===== src/rtl/countdown16_pkg.sv =====
// Shared constants and types for the countdown16 timer: state encodings and datapath width.
// Build option: define COUNTDOWN16_RELOAD_EN to enable periodic auto-reload.
`ifndef COUNTDOWN16_PKG_SV
`define COUNTDOWN16_PKG_SV
package countdown16_pkg;
  localparam int CNT_W = 16;

  typedef enum logic [1:0] {
    IDLE = 2'd0,
    RUN  = 2'd1,
    DONE = 2'd2
  } state_t;

  typedef struct packed {
    logic load;
    logic start;
    logic pause;
    logic ack;
  } ctrl_t;
endpackage
`endif


===== src/rtl/countdown16_zero.sv =====
// 16-input zero detector: nibble OR stage, then a 4-input OR, then the inverter.
module zero_detect16
  import countdown16_pkg::*;
(
  input  logic [CNT_W-1:0] d,
  output logic             z
);
  logic [3:0] nib_or;

  for (genvar i = 0; i < 4; i++) begin : g_nib
    assign nib_or[i] = |d[4*i +: 4];
  end

  assign z = ~(|nib_or);
endmodule


===== src/rtl/countdown16.sv =====
// Loadable 16-bit down-counter with IDLE/RUN/DONE control and done/ack handshake.
// Define COUNTDOWN16_RELOAD_EN for periodic mode: done pulses and the count reloads.
module countdown16
  import countdown16_pkg::*;
(
  input  logic             clk,
  input  logic             reset_n,
  input  logic             load,
  input  logic [CNT_W-1:0] load_val,
  input  logic             start,
  input  logic             pause,
  input  logic             ack,
  output logic [CNT_W-1:0] count,
  output logic             zero,
  output logic             busy,
  output logic             done
);
  state_t           state_q, state_d;
  logic [CNT_W-1:0] count_q, count_d;
  ctrl_t            ctrl;

  assign ctrl = {load, start, pause, ack};

  zero_detect16 u_zero (.d(count_q), .z(zero));

`ifdef COUNTDOWN16_RELOAD_EN
  // Reload value only matters in periodic mode.
  logic [CNT_W-1:0] reload_q, reload_d;

  always_ff @(posedge clk or negedge reset_n) begin
    if (!reset_n) reload_q <= '0;
    else          reload_q <= reload_d;
  end

  always_comb begin
    reload_d = reload_q;
    if (ctrl.load) reload_d = load_val;
  end
`endif

  always_ff @(posedge clk or negedge reset_n) begin
    if (!reset_n) begin
      state_q <= IDLE;
      count_q <= '0;
    end else begin
      state_q <= state_d;
      count_q <= count_d;
    end
  end

  always_comb begin
    state_d = state_q;
    count_d = count_q;
    if (ctrl.load) begin
      // load aborts whatever is in flight
      state_d = IDLE;
      count_d = load_val;
    end else begin
      case (state_q)
        IDLE: if (ctrl.start) state_d = zero ? DONE : RUN;
        RUN: begin
`ifdef COUNTDOWN16_RELOAD_EN
          if (zero) begin
            if (reload_q == '0) state_d = DONE;
            else                count_d = reload_q;
          end else if (!ctrl.pause) begin
            count_d = count_q - 1'b1;
          end
`else
          if (zero) begin
            state_d = DONE;
          end else if (!ctrl.pause) begin
            count_d = count_q - 1'b1;
            if (count_q == CNT_W'(1)) state_d = DONE;
          end
`endif
        end
        DONE: if (ctrl.ack) state_d = IDLE;
        default: state_d = IDLE;
      endcase
    end
  end

  assign count = count_q;
  assign busy  = (state_q == RUN);
`ifdef COUNTDOWN16_RELOAD_EN
  // The cycle spent at zero in RUN is the one-cycle done pulse.
  assign done  = (state_q == DONE) || ((state_q == RUN) && zero);
`else
  assign done  = (state_q == DONE);
`endif
endmodule


===== config.mk =====
export PLATFORM = sky130hd
export DESIGN_NAME = countdown16
export DESIGN_NICKNAME = d
export VERILOG_FILES = /design/src/rtl/countdown16_pkg.sv /design/src/rtl/countdown16_zero.sv /design/src/rtl/countdown16.sv
export SDC_FILE = /design/constraint.sdc
export NUM_CORES = 1
export LEC_CHECK = 0
export ABC_AREA = 1
export CORE_UTILIZATION = 44
export CTS_CLUSTER_SIZE = 28
export DETAILED_ROUTE_END_ITERATION = 8
export GPL_ROUTABILITY_DRIVEN = 0
export GPL_TIMING_DRIVEN = 1
export PLACE_DENSITY = 0.77
export SYNTH_ARGS = -nofsm -noshare
export SYNTH_HDL_FRONTEND = slang
export SYNTH_SLANG_ARGS = --single-unit

===== constraint.sdc =====
create_clock -name clk -period 1.6 [get_ports clk]
set_clock_uncertainty 0.05 [all_clocks]
set_input_delay 0.32 -clock clk [delete_from_list [all_inputs] [get_ports clk]]
set_output_delay 0.32 -clock clk [all_outputs]
set_load 0.005 [all_outputs]

-- Yosys cells after proc, flatten, opt, wreduce, memory -nomap -nowiden
Cells that the tools add are included.
- flip-flop bits (word level): 18
- bits of input ports: 22
- output and inout port bits: 19
- add/sub/neg operators: 1
- eq/ne operators: 8
- multiplexer cells: 12
- bitwise gates (word level): 1
- reductions and logical operators: 6
- operators by type and width (operator ; count):
    $mux 16 ; 4
    $eq 16x1->1 const B ; 1
    $reduce_or 16->1 ; 1
    $sub 16x1->16 const B ; 1
    $mux 2 ; 7
    $ne 4x4->1 const B ; 2
    $ne 3x3->1 const B ; 2
    $pmux 2 s3 ; 1
    $reduce_and 4->1 ; 1
    $reduce_bool 2->1 ; 2
    $reduce_and 3->1 ; 1
    $eq 2x1->1 const B ; 1
    $eq 2x2->1 const B ; 1
    $logic_not 2->1 ; 1
    $ne 2x2->1 const B ; 1
    $not 1->1 ; 1

-- Longest topological paths before layout
Gate-level depths: netlist of the first run.
- word-level depth: 6
- depth in mapped cells: 10

-- Hierarchy
From an unflattened synthesis of the first run, not the netlist that was laid out.
- cell total of the unflattened synthesis: 206
- area total of the unflattened synthesis: 1383.8 µm²
- modules (own cells, without submodules) (module ; times used ; cells an instance ; area an instance (µm²) ; seq. area each (µm²)):
    countdown16 ; 1 ; 179 ; 1280.0 ; 450.4
    zero_detect16 ; 1 ; 27 ; 103.8 ; 0.0

-- Worst setup path after synthesis of the first run
OpenSTA, ideal clock, no wires.
- path type: reg2reg
- start point: reg count_q[0] (netlist: count[0])
- end point: reg count_q[1] (netlist: count[1])
- library setup time: 0.121 ns
- arrival: 1.353 ns
- required time: 1.429 ns
- slack: 0.075 ns
- cell stages (with the launch flop): 11
- buffers on the path: 1
- period minus slack after synthesis: 1.525 ns
- cells stage by stage: dfrtp_1 -> inv_1 -> ha_1 -> nand2_2 -> nor2_2 -> nand2_4 -> nand3_4 -> nand2_4 -> buf_6 -> nand2_2 -> o21ai_2
- longest elaborated chain between the ends: 5
- elaborated cells on any way between the ends: 8
- classes of those cells: add/sub: 1; mux: 4; reduce/logical: 3
- RTL lines (what ; line ; RTL):
    start: declaration ; countdown16.sv:19 ; logic [CNT_W-1:0] count_q, count_d;
    start signal: assignment ; countdown16.sv:47 ; count_q <= count_d;
    $sub 16x1->16 ; countdown16.sv:73 ; count_d = count_q - 1'b1;
    $mux 16 ; countdown16.sv:72 ; end else if (!ctrl.pause) begin
    $mux 16 ; countdown16.sv:70 ; if (zero) begin
    $mux 16 ; countdown16.sv:59 ; case (state_q)
    $mux 16 ; countdown16.sv:54 ; if (ctrl.load) begin
Several ways; a longest one is shown, not always the timed one. The select of a mux whose other input is x is not followed.
A chain may end at the register's enable or synchronous reset.

-- Worst setup path in the final report of the first run
- start point: reg count_q[3] (netlist: count[3])
- end point: out zero
- longest elaborated chain between the ends: 2
- RTL lines (what ; line ; RTL):
    $reduce_or 16->1 ; countdown16_zero.sv:14 ; assign z = ~(|nib_or);
    $not 1->1 ; countdown16_zero.sv:14 ;
    end: declaration ; countdown16.sv:14 ; output logic zero,
No other way between the ends.

==> results of run 1 <==
## worst paths after layout
check,from,end,slack [ps],cells after the start
worst min register to register,state_q[0],state_q[1],570,3
max in group asynchronous,reset_n,count[1],1000,2
worst max-delay path,count[3],zero,-120,6
worst max register to register,count[0],count[8],-50,10
worst min-delay path,reset_n,count[14],280,2
min in group clk,state_q[0],state_q[1],570,3
## timing repair
item                                    in CTS  in global routing
resized for setup                           42                 63
setup buffers                                9                  4
pin swaps                                    5                 30
gates cloned                                 0                  1
endpoints found under the setup margin      33                 22
hold endpoints to repair                     0                  0
## worst max-delay path, cell delays in order, from the launching register on
cell and delay (ps):
dfrtp_1 460, nor2_4 180, nand2_4 70, nor2_4 120, nand2_4 70, inv_2 40, buf_2 90
## cells by family (layout without fill, tap and decap cells)
logic type               Yosys count  after routing  synth area share, %
adder cells (fa/ha/maj)            3              3                2.498
AO/OA/AOI/OAI                     19             19                8.660
XOR/XNOR                           1              1               0.5830
buffers and inverters             29            117                8.660
flip-flops                        18             18                29.97
AND/OR/NAND/NOR                  154            154                49.63
## synth_stat cells, drive strengths merged
library cell / instances / share of area [%]
nand3: 23 / 10
a21oi: 3 / 1.0
o211ai: 1 / 0.50
nor2: 29 / 9.6
buf: 5 / 2.7
o31ai: 1 / 0.50
xor2: 1 / 0.58
nand3b: 3 / 1.5
or2: 5 / 2.1
clkbuf: 1 / 0.25
nand2: 90 / 25
o21ai: 12 / 5.7
inv: 23 / 5.7
and2: 1 / 0.42
o21bai: 1 / 0.50
a31oi: 1 / 0.42
ha: 3 / 2.5
dfrtp: 18 / 30
nand4: 3 / 1.2
## area by class of cell
type | count | area share, %
Multi-Input combinational cell | 177 | 43.90
Timing Repair Buffer | 90 | 32.07
Sequential cell | 18 | 17.10
Inverter | 23 | 3.468
Tap cell | 44 | 2.090
Clock buffer | 4 | 1.378
## flip-flops by register name (all words and copies together), names as in the netlist
signal,count
state_q,2
count,16
## placed cells by master (no fill, tap or decap), types with 3 or more instances in the layout
cell             Yosys  layout
o21ai_2              7       6
nand2_4              2       8
nand3_1             17      12
a21oi_1              3       3
nand3_4              1       3
clkbuf_4             0       3
nand4_1              3       3
nand2_1             81      64
nor2_1              21       9
inv_2                2       4
nor2_2               5       8
or2_2                5       5
dfrtp_1             18      18
nor2_4               3      12
dlygate4sd2_1        0      13
buf_6                2      12
inv_1               21      17
clkdlybuf4s50_1      0      21
nand3b_1             3       3
o21ai_0              5       5
nand3_2              5       8
nand2_2              7      17
buf_4                1      34
## power groups by stage
stage,combinational [uW],sequential [uW],clock [uW]
after floorplan,794,778,0
after detailed placement,1740,705,0
final,2300,725,317
after CTS,1880,706,309
after global routing,2470,733,339
after global placement,1710,697,0
## layer usage
| metal | up-vias | wire length (um) | GRT usage [%] |
|---|---|---|---|
| li1 | 884 | - | - |
| met1 | 851 | 2168 | 32.58 |
| met2 | 88 | 2919 | 48.19 |
| met3 | 16 | 279 | 3.198 |
| met4 | 0 | 142 | 7.468 |
| met5 | - | 0 | 0 |
## through the flow
| stage | setup WS (ps) | area, um^2 | std cells | utilization (%) | power [uW] |
|---|---|---|---|---|---|
| after detailed placement | -164.4 | 2225 | 340 | 70.56 | 2446 |
| after global placement | -130.6 | 2225 | 340 | 70.56 | 2406 |
| after floorplan | 75.36 | 1503 | 224 | - | 1571 |
| after global routing | -175.9 | 2634 | 356 | 83.53 | 3544 |
| after CTS | -159.2 | 2392 | 353 | 75.87 | 2899 |
| final | -120.1 | 2634 | 356 | 83.53 | 3346 |
==> impl_metrics.tcl, run 1 <==
set metrics [dict create \
    grt_pass1_vias 1601 \
    hold_violations 0 \
    vias 1839 \
    grt_pass1_wl_um 7086 \
    start_util_pct 47.66 \
    grt_antenna_before_repair 0 \
    die_y_um 60.44 \
    grt_setup_unrepaired "yes" \
    critical_path_class "reg2out" \
    seqCellArea_um2 450.4 \
    portBuffers 40 \
    dp_hpwl_um 3140 \
    setup_tns_ps -444.1 \
    drc 0 \
    synth_area_um2 1503 \
    hold_class "in2async" \
    min_period_ps 1720 \
    ys_seq_area_share_pct 29.98 \
    post_drt_wl_per_cell_um 15.48 \
    p_leak_uw 0.001341 \
    viasPerCell 5.166 \
    grt_usage_pct 26.38 \
    cp.required_ps 1230 \
    die-area_um2 3653 \
    synth_cells 224 \
    combPwrFrac_pct 68.9 \
    coreArea_um2 3153 \
    clockBufferDepth 2 \
    worst_slew_pin_slew_ps 378.2 \
    drtAntennaViolNets 0 \
    relSlewSlack_pct 74.52 \
    start_kind "register" \
    drive_gt1_share_pct 42.95 \
    pwr-share-seq_pct 21.7 \
    finalCritPeriodShare_pct 107.5 \
    multi_input_area_um2 1156 \
    drt-pass1-iter-count 4 \
    crit_path_end_kind "output port" \
    violations "setup timing" \
    ys_ff_latch 18 \
    clock_sinks 18 \
    num-nets-final 338 \
    nFillCells 191 \
    syn_nets 249 \
    grt_max_degree 19 \
    avgSynthCellArea_um2 6.708 \
    die_w_um 60.44 \
    worst_hold_slack_ps 278.7 \
    layout_setup_ws_ps -120.1 \
    pwr-share-clk_pct 9.5 \
    insertion_delay_ps 320 \
    drv_slew 0 \
    rows 20 \
    drt_wl_total_um 5510 \
    fmax_mhz 581.4 \
    cts_hold_buf 0 \
    crit_fanout 2 \
    dr.first_iter.drc_count 150 \
    cts_root_buf "clkbuf_4" \
    clkSlewWorstSetupHoldPaths_ps 130 \
    intPower_uw 1831 \
    cellPowerDensity_nw_per_um2 1270 \
    h-tree-depth 1 \
    ys_types 29 \
    io_pins 41 \
    areaGrowthSynthToFinish_pct 75.27 \
    numCtsBuffers 3 \
    power_switching_uw 1514 \
    overflow 0 \
    cap_viol_max_count 0 \
    max-vdd-ir-drop_uv 793.4 \
    cts_tree "built" \
    netSwitchingFraction_pct 45.27 \
    yosysWarnings 0 \
    setup_viol 14 \
    status "finished, violations left" \
    arrival_ps 1350 \
    n_antenna_cell 0 \
]
Power figures use the tool's default switching activity.
==> run 2, diff against run 1 <==
--- a/config.mk
+++ b/config.mk
@@ -15,3 +15,4 @@
 export SYNTH_ARGS = -nofsm -noshare
 export SYNTH_HDL_FRONTEND = slang
 export SYNTH_SLANG_ARGS = --single-unit
+export TNS_END_PERCENT = 20
==> impl_metrics.tcl, run 2 (synthesis results as in run 1) <==
set metrics [dict create \
    violations "setup timing" \
    die_w_um 60.44 \
    grt_pass1_wl_um 6803 \
    overflow 0 \
    num-nets-final 335 \
    nFillCells 243 \
    worst_slew_pin_slew_ps 245.4 \
    cts_tree "built" \
    grt_pass1_vias 1580 \
    coreArea_um2 3153 \
    reg2regPathDepth 11 \
    drv_slew 0 \
    grt_max_degree 19 \
    final_cell_mix "nand2_1, buf_4, clkdlybuf4s50_1, dfrtp_1, inv_1" \
    worst_hold_slack_ps 277.9 \
    drt-pass1-iter-count 4 \
    grt_usage_pct 25.41 \
    max-vdd-ir-drop_uv 847.0 \
    layout.cells.most_common "nand2_1" \
    portBuffers 40 \
    setup_tns_ps -421.7 \
    io_pins 41 \
    relSlewSlack_pct 83.47 \
    crit_fanout 2 \
    hold_class "in2async" \
    dr.first_iter.drc_count 149 \
    clkSlewWorstSetupHoldPaths_ps 120 \
    clockBufferDepth 2 \
    critical_path_class "reg2out" \
    die-area_um2 3653 \
    dp_hpwl_um 3140 \
    arrival_ps 1330 \
    n_antenna_cell 0 \
    vias 1777 \
    fmax_mhz 589.6 \
    crit_path_end_kind "output port" \
    numCtsBuffers 3 \
    drive_gt1_share_pct 33.66 \
    insertion_delay_ps 320 \
    h-tree-depth 1 \
    drc 0 \
    cp.required_ps 1230 \
    min_period_ps 1696 \
    reg2reg_to "count[4]" \
    viasPerCell 5.034 \
    finalCritPeriodShare_pct 106.0 \
    p_leak_uw 0.001298 \
    grt_setup_unrepaired "yes" \
    start_kind "register" \
    grt_antenna_before_repair 0 \
    rr_startpoint "count[1]" \
    areaGrowthSynthToFinish_pct 63.03 \
    die_y_um 60.44 \
    layout_setup_ws_ps -96.11 \
    setup_viol 15 \
    cts_root_buf "clkbuf_4" \
    reg2reg_slack_ps -40 \
    cellPowerDensity_nw_per_um2 1236 \
    clock_sinks 18 \
    drtAntennaViolNets 0 \
    status "finished, violations left" \
    hold_violations 0 \
    drt_wl_total_um 4582 \
    cap_viol_max_count 0 \
    start_util_pct 47.66 \
    multi_input_area_um2 998.5 \
    post_drt_wl_per_cell_um 12.98 \
    seqCellArea_um2 450.4 \
    largest_register_ffs 16 \
    rows 20 \
]
[run 2: changes by cell type in the layout (fill, tap and decap cells not counted), sizes merged]
cell	delta
clkbuf	-2
dlygate4sd2	-1
buf	-2
dlymetal6s2s	+2
[run 2: how the worst max path moves through the flow]
stage,to,start,slack [ps],depth (start not counted)
finish,zero,count[1],-100,7
global route,zero,count[5],-170,6
CTS,zero,count[8],-170,6
detailed placement,zero,count[0],-160,7
global placement,zero,count[0],-130,7
floorplan,count[1],count[0],80,10
[run 2: report_power, final]
group,internal (uW),switching [uW],total (uW)
combinational,997,1010,2010
clock,139,167,307
sequential,594,118,712
[run 2: layout make-up]
| type | count | area share, % |
|---|---|---|
| Inverter | 23 | 3.626 |
| Tap cell | 44 | 2.247 |
| Sequential cell | 18 | 18.39 |
| Multi-Input combinational cell | 177 | 40.76 |
| Timing Repair Buffer | 87 | 33.50 |
| Clock buffer | 4 | 1.481 |
[run 2: per-stage QoR]
stage          setup slack (ps)  instances  util [%]  cell area (um^2)  total power [uW]
6_report                 -96.11        353     77.70              2450              3029
2_1_floorplan             75.36        224         -              1503              1571
3_3_place_gp             -130.6        340     70.56              2225              2406
5_1_grt                  -172.4        353     77.70              2450              3245
3_5_place_dp             -164.4        340     70.56              2225              2446
4_1_cts                  -173.9        348     73.89              2330              2816
[run 2: what timing repair did]
item,in CTS,in global routing
gates cloned,0,1
gates resized for setup,32,24
setup buffers,4,5
pin swaps,1,6
endpoints found under the hold margin,0,0
setup endpoints to repair,33,22
hold buffers,0,0
[run 2: worst max-delay path, stage by stage (launching register included)]
cell,delay [ps]
dfrtp_1,410
inv_2,90
ha_4,150
nand2_4,50
nor2_4,110
nand2_4,60
inv_2,40
buf_2,90
[run 2: per-layer routing]
layer | part of all wire [%] | up-vias | routed length [um] | track usage [%]
met3 | 4.9 | 5 | 224 | 2.985
li1 | - | 879 | - | -
met4 | 1.2 | 0 | 57 | 8.442
met2 | 54 | 59 | 2457 | 46.78
met5 | 0 | - | 0 | 0
met1 | 40 | 834 | 1842 | 30.66
==> run 3, diff against run 2 <==
--- a/config.mk
+++ b/config.mk
@@ -6,12 +6,11 @@
 export NUM_CORES = 1
 export LEC_CHECK = 0
 export ABC_AREA = 1
-export CORE_UTILIZATION = 44
-export CTS_CLUSTER_SIZE = 28
+export CORE_UTILIZATION = 41
+export CTS_CLUSTER_SIZE = 16
 export DETAILED_ROUTE_END_ITERATION = 8
 export GPL_ROUTABILITY_DRIVEN = 0
-export GPL_TIMING_DRIVEN = 1
-export PLACE_DENSITY = 0.77
+export PLACE_DENSITY = 0.72
 export SYNTH_ARGS = -nofsm -noshare
 export SYNTH_HDL_FRONTEND = slang
 export SYNTH_SLANG_ARGS = --single-unit
==> impl_metrics.tcl, run 3 (synthesis results as in run 1) <==
set metrics [dict create \
    status "finished, violations left" \
    violations "setup timing" \
    portBuffers 40 \
    finalCritPeriodShare_pct 108.4 \
    fmax_mhz 576.4 \
    numCtsBuffers 3 \
    vias 1802 \
    finalPower_uw 3113 \
    crit_path_end_kind "output port" \
    setup_tns_ps -1287 \
    drive_gt1_share_pct 35.78 \
    grt_antenna_before_repair 0 \
    areaGrowthSynthToFinish_pct 67.94 \
    io_pins 41 \
    clockBufferDepth 2 \
    drtAntennaViolNets 0 \
    cts_tree "built" \
    die-area_um2 3911 \
    insertion_delay_ps 310 \
    critical_path_class "reg2out" \
    num-nets-final 339 \
    cts_root_buf "clkbuf_4" \
    max-vdd-ir-drop_uv 858.2 \
    start_util_pct 43.99 \
    setup_viol 17 \
    post_drt_wl_per_cell_um 13.04 \
    drv_slew 0 \
    final_cell_mix "nand2_1, buf_4, clkdlybuf4s50_1, dfrtp_1, buf_6" \
    n_antenna_cell 0 \
    drc 0 \
    hold_class "in2async" \
    post-route-util_pct 73.88 \
    rows 21 \
    relSlewSlack_pct 82.66 \
    crit_fanout 2 \
    layout_setup_ws_ps -134.8 \
    grt_usage_pct 23.52 \
    dr.first_iter.drc_count 93 \
    drt_wl_total_um 4682 \
    cap_viol_max_count 0 \
    clock_sinks 18 \
    clkSlewWorstSetupHoldPaths_ps 110 \
    worst_slew_pin_slew_ps 260.1 \
    grt_setup_unrepaired "yes" \
    rr_startpoint "count[11]" \
    hold_violations 0 \
    die_y_um 62.54 \
    cellPowerDensity_nw_per_um2 1234 \
    h-tree-depth 1 \
    grt_pass1_vias 1694 \
    worst_hold_slack_ps 291.3 \
    coreArea_um2 3416 \
    dp_hpwl_um 3061 \
    place_inst 342 \
    p_leak_uw 0.001322 \
    overflow 0 \
    die_w_um 62.54 \
    crit_start "count[11]" \
    grt_max_degree 19 \
    arrival_ps 1360 \
    layout.cells.most_common "nand2_1" \
    min_period_ps 1735 \
    viasPerCell 5.019 \
    start_kind "register" \
    cp.required_ps 1230 \
    final_cells 359 \
    drt-pass1-iter-count 4 \
    grt_pass1_wl_um 7210 \
    largest_register_ffs 16 \
]
[run 3: cell count changes in the layout (fill, tap and decap cells not counted), moves of 2 or more]
| cell | before | now |
|---|---|---|
| clkdlybuf4s15_1 | 1 | 3 |
| nand2_4 | 2 | 4 |
| dlygate4sd2_1 | 12 | 10 |
| buf_6 | 10 | 18 |
| nor2_1 | 16 | 14 |
| buf_4 | 35 | 31 |
[run 3: area by class of cell]
type,count,area [um^2]
Multi-Input combinational cell,178,1032
Fill cell,266,892.1
Timing Repair Buffer,90,858.3
Sequential cell,18,450.4
Inverter,23,88.84
Tap cell,46,57.56
Clock buffer,4,36.28
[run 3: worst paths after layout]
check	cells past startpoint	to	slack, ps
max	6	zero	-130
min	2	count[5]	290
max reg2reg	9	count[7]	-100
min reg2reg	3	count[14]	580
max in group asynchronous	2	count[15]	1000
min in group clk	3	count[14]	580
[run 3: timing repair]
item / in CTS / in global routing
hold buffers: 0 / 0
setup buffers: 6 / 6
resized for setup: 43 / 29
cloned: 0 / 1
setup endpoints to repair: 35 / 21
pin swaps: 7 / 9
[run 3: where the power goes]
group	internal (uW)	leakage, uW	total [uW]	switching, uW
Combinational	1050	0.00108	2090	1040
Clock	139	0.0000210	297	158
Sequential	594	0.000223	723	129
Total	1790	0.00132	3110	1330
[run 3: per-stage QoR]
stage	area, um^2	worst slack [ps]
4_1_cts	2377	-155.2
3_5_place_dp	2227	-166.1
2_1_floorplan	1503	75.36
5_1_grt	2524	-165.7
6_report	2524	-134.8
3_3_place_gp	2227	-131.4
[run 3: critical path, cell delays in order, from the launching register on]
cell,delay (ps)
dfrtp_1,420
nor2_2,170
nand2_2,100
nor2_4,170
nand2_4,70
inv_2,40
buf_2,90
[run 3: routing by layer]
| metal | vias to the layer above | part of all wire, % | GRT usage [%] |
|---|---|---|---|
| met5 | - | 0 | 0 |
| met4 | 0 | 1.5 | 7.558 |
| met3 | 8 | 5.0 | 3.832 |
| met2 | 61 | 53 | 43.21 |
| met1 | 845 | 41 | 27.51 |
| li1 | 888 | - | - |
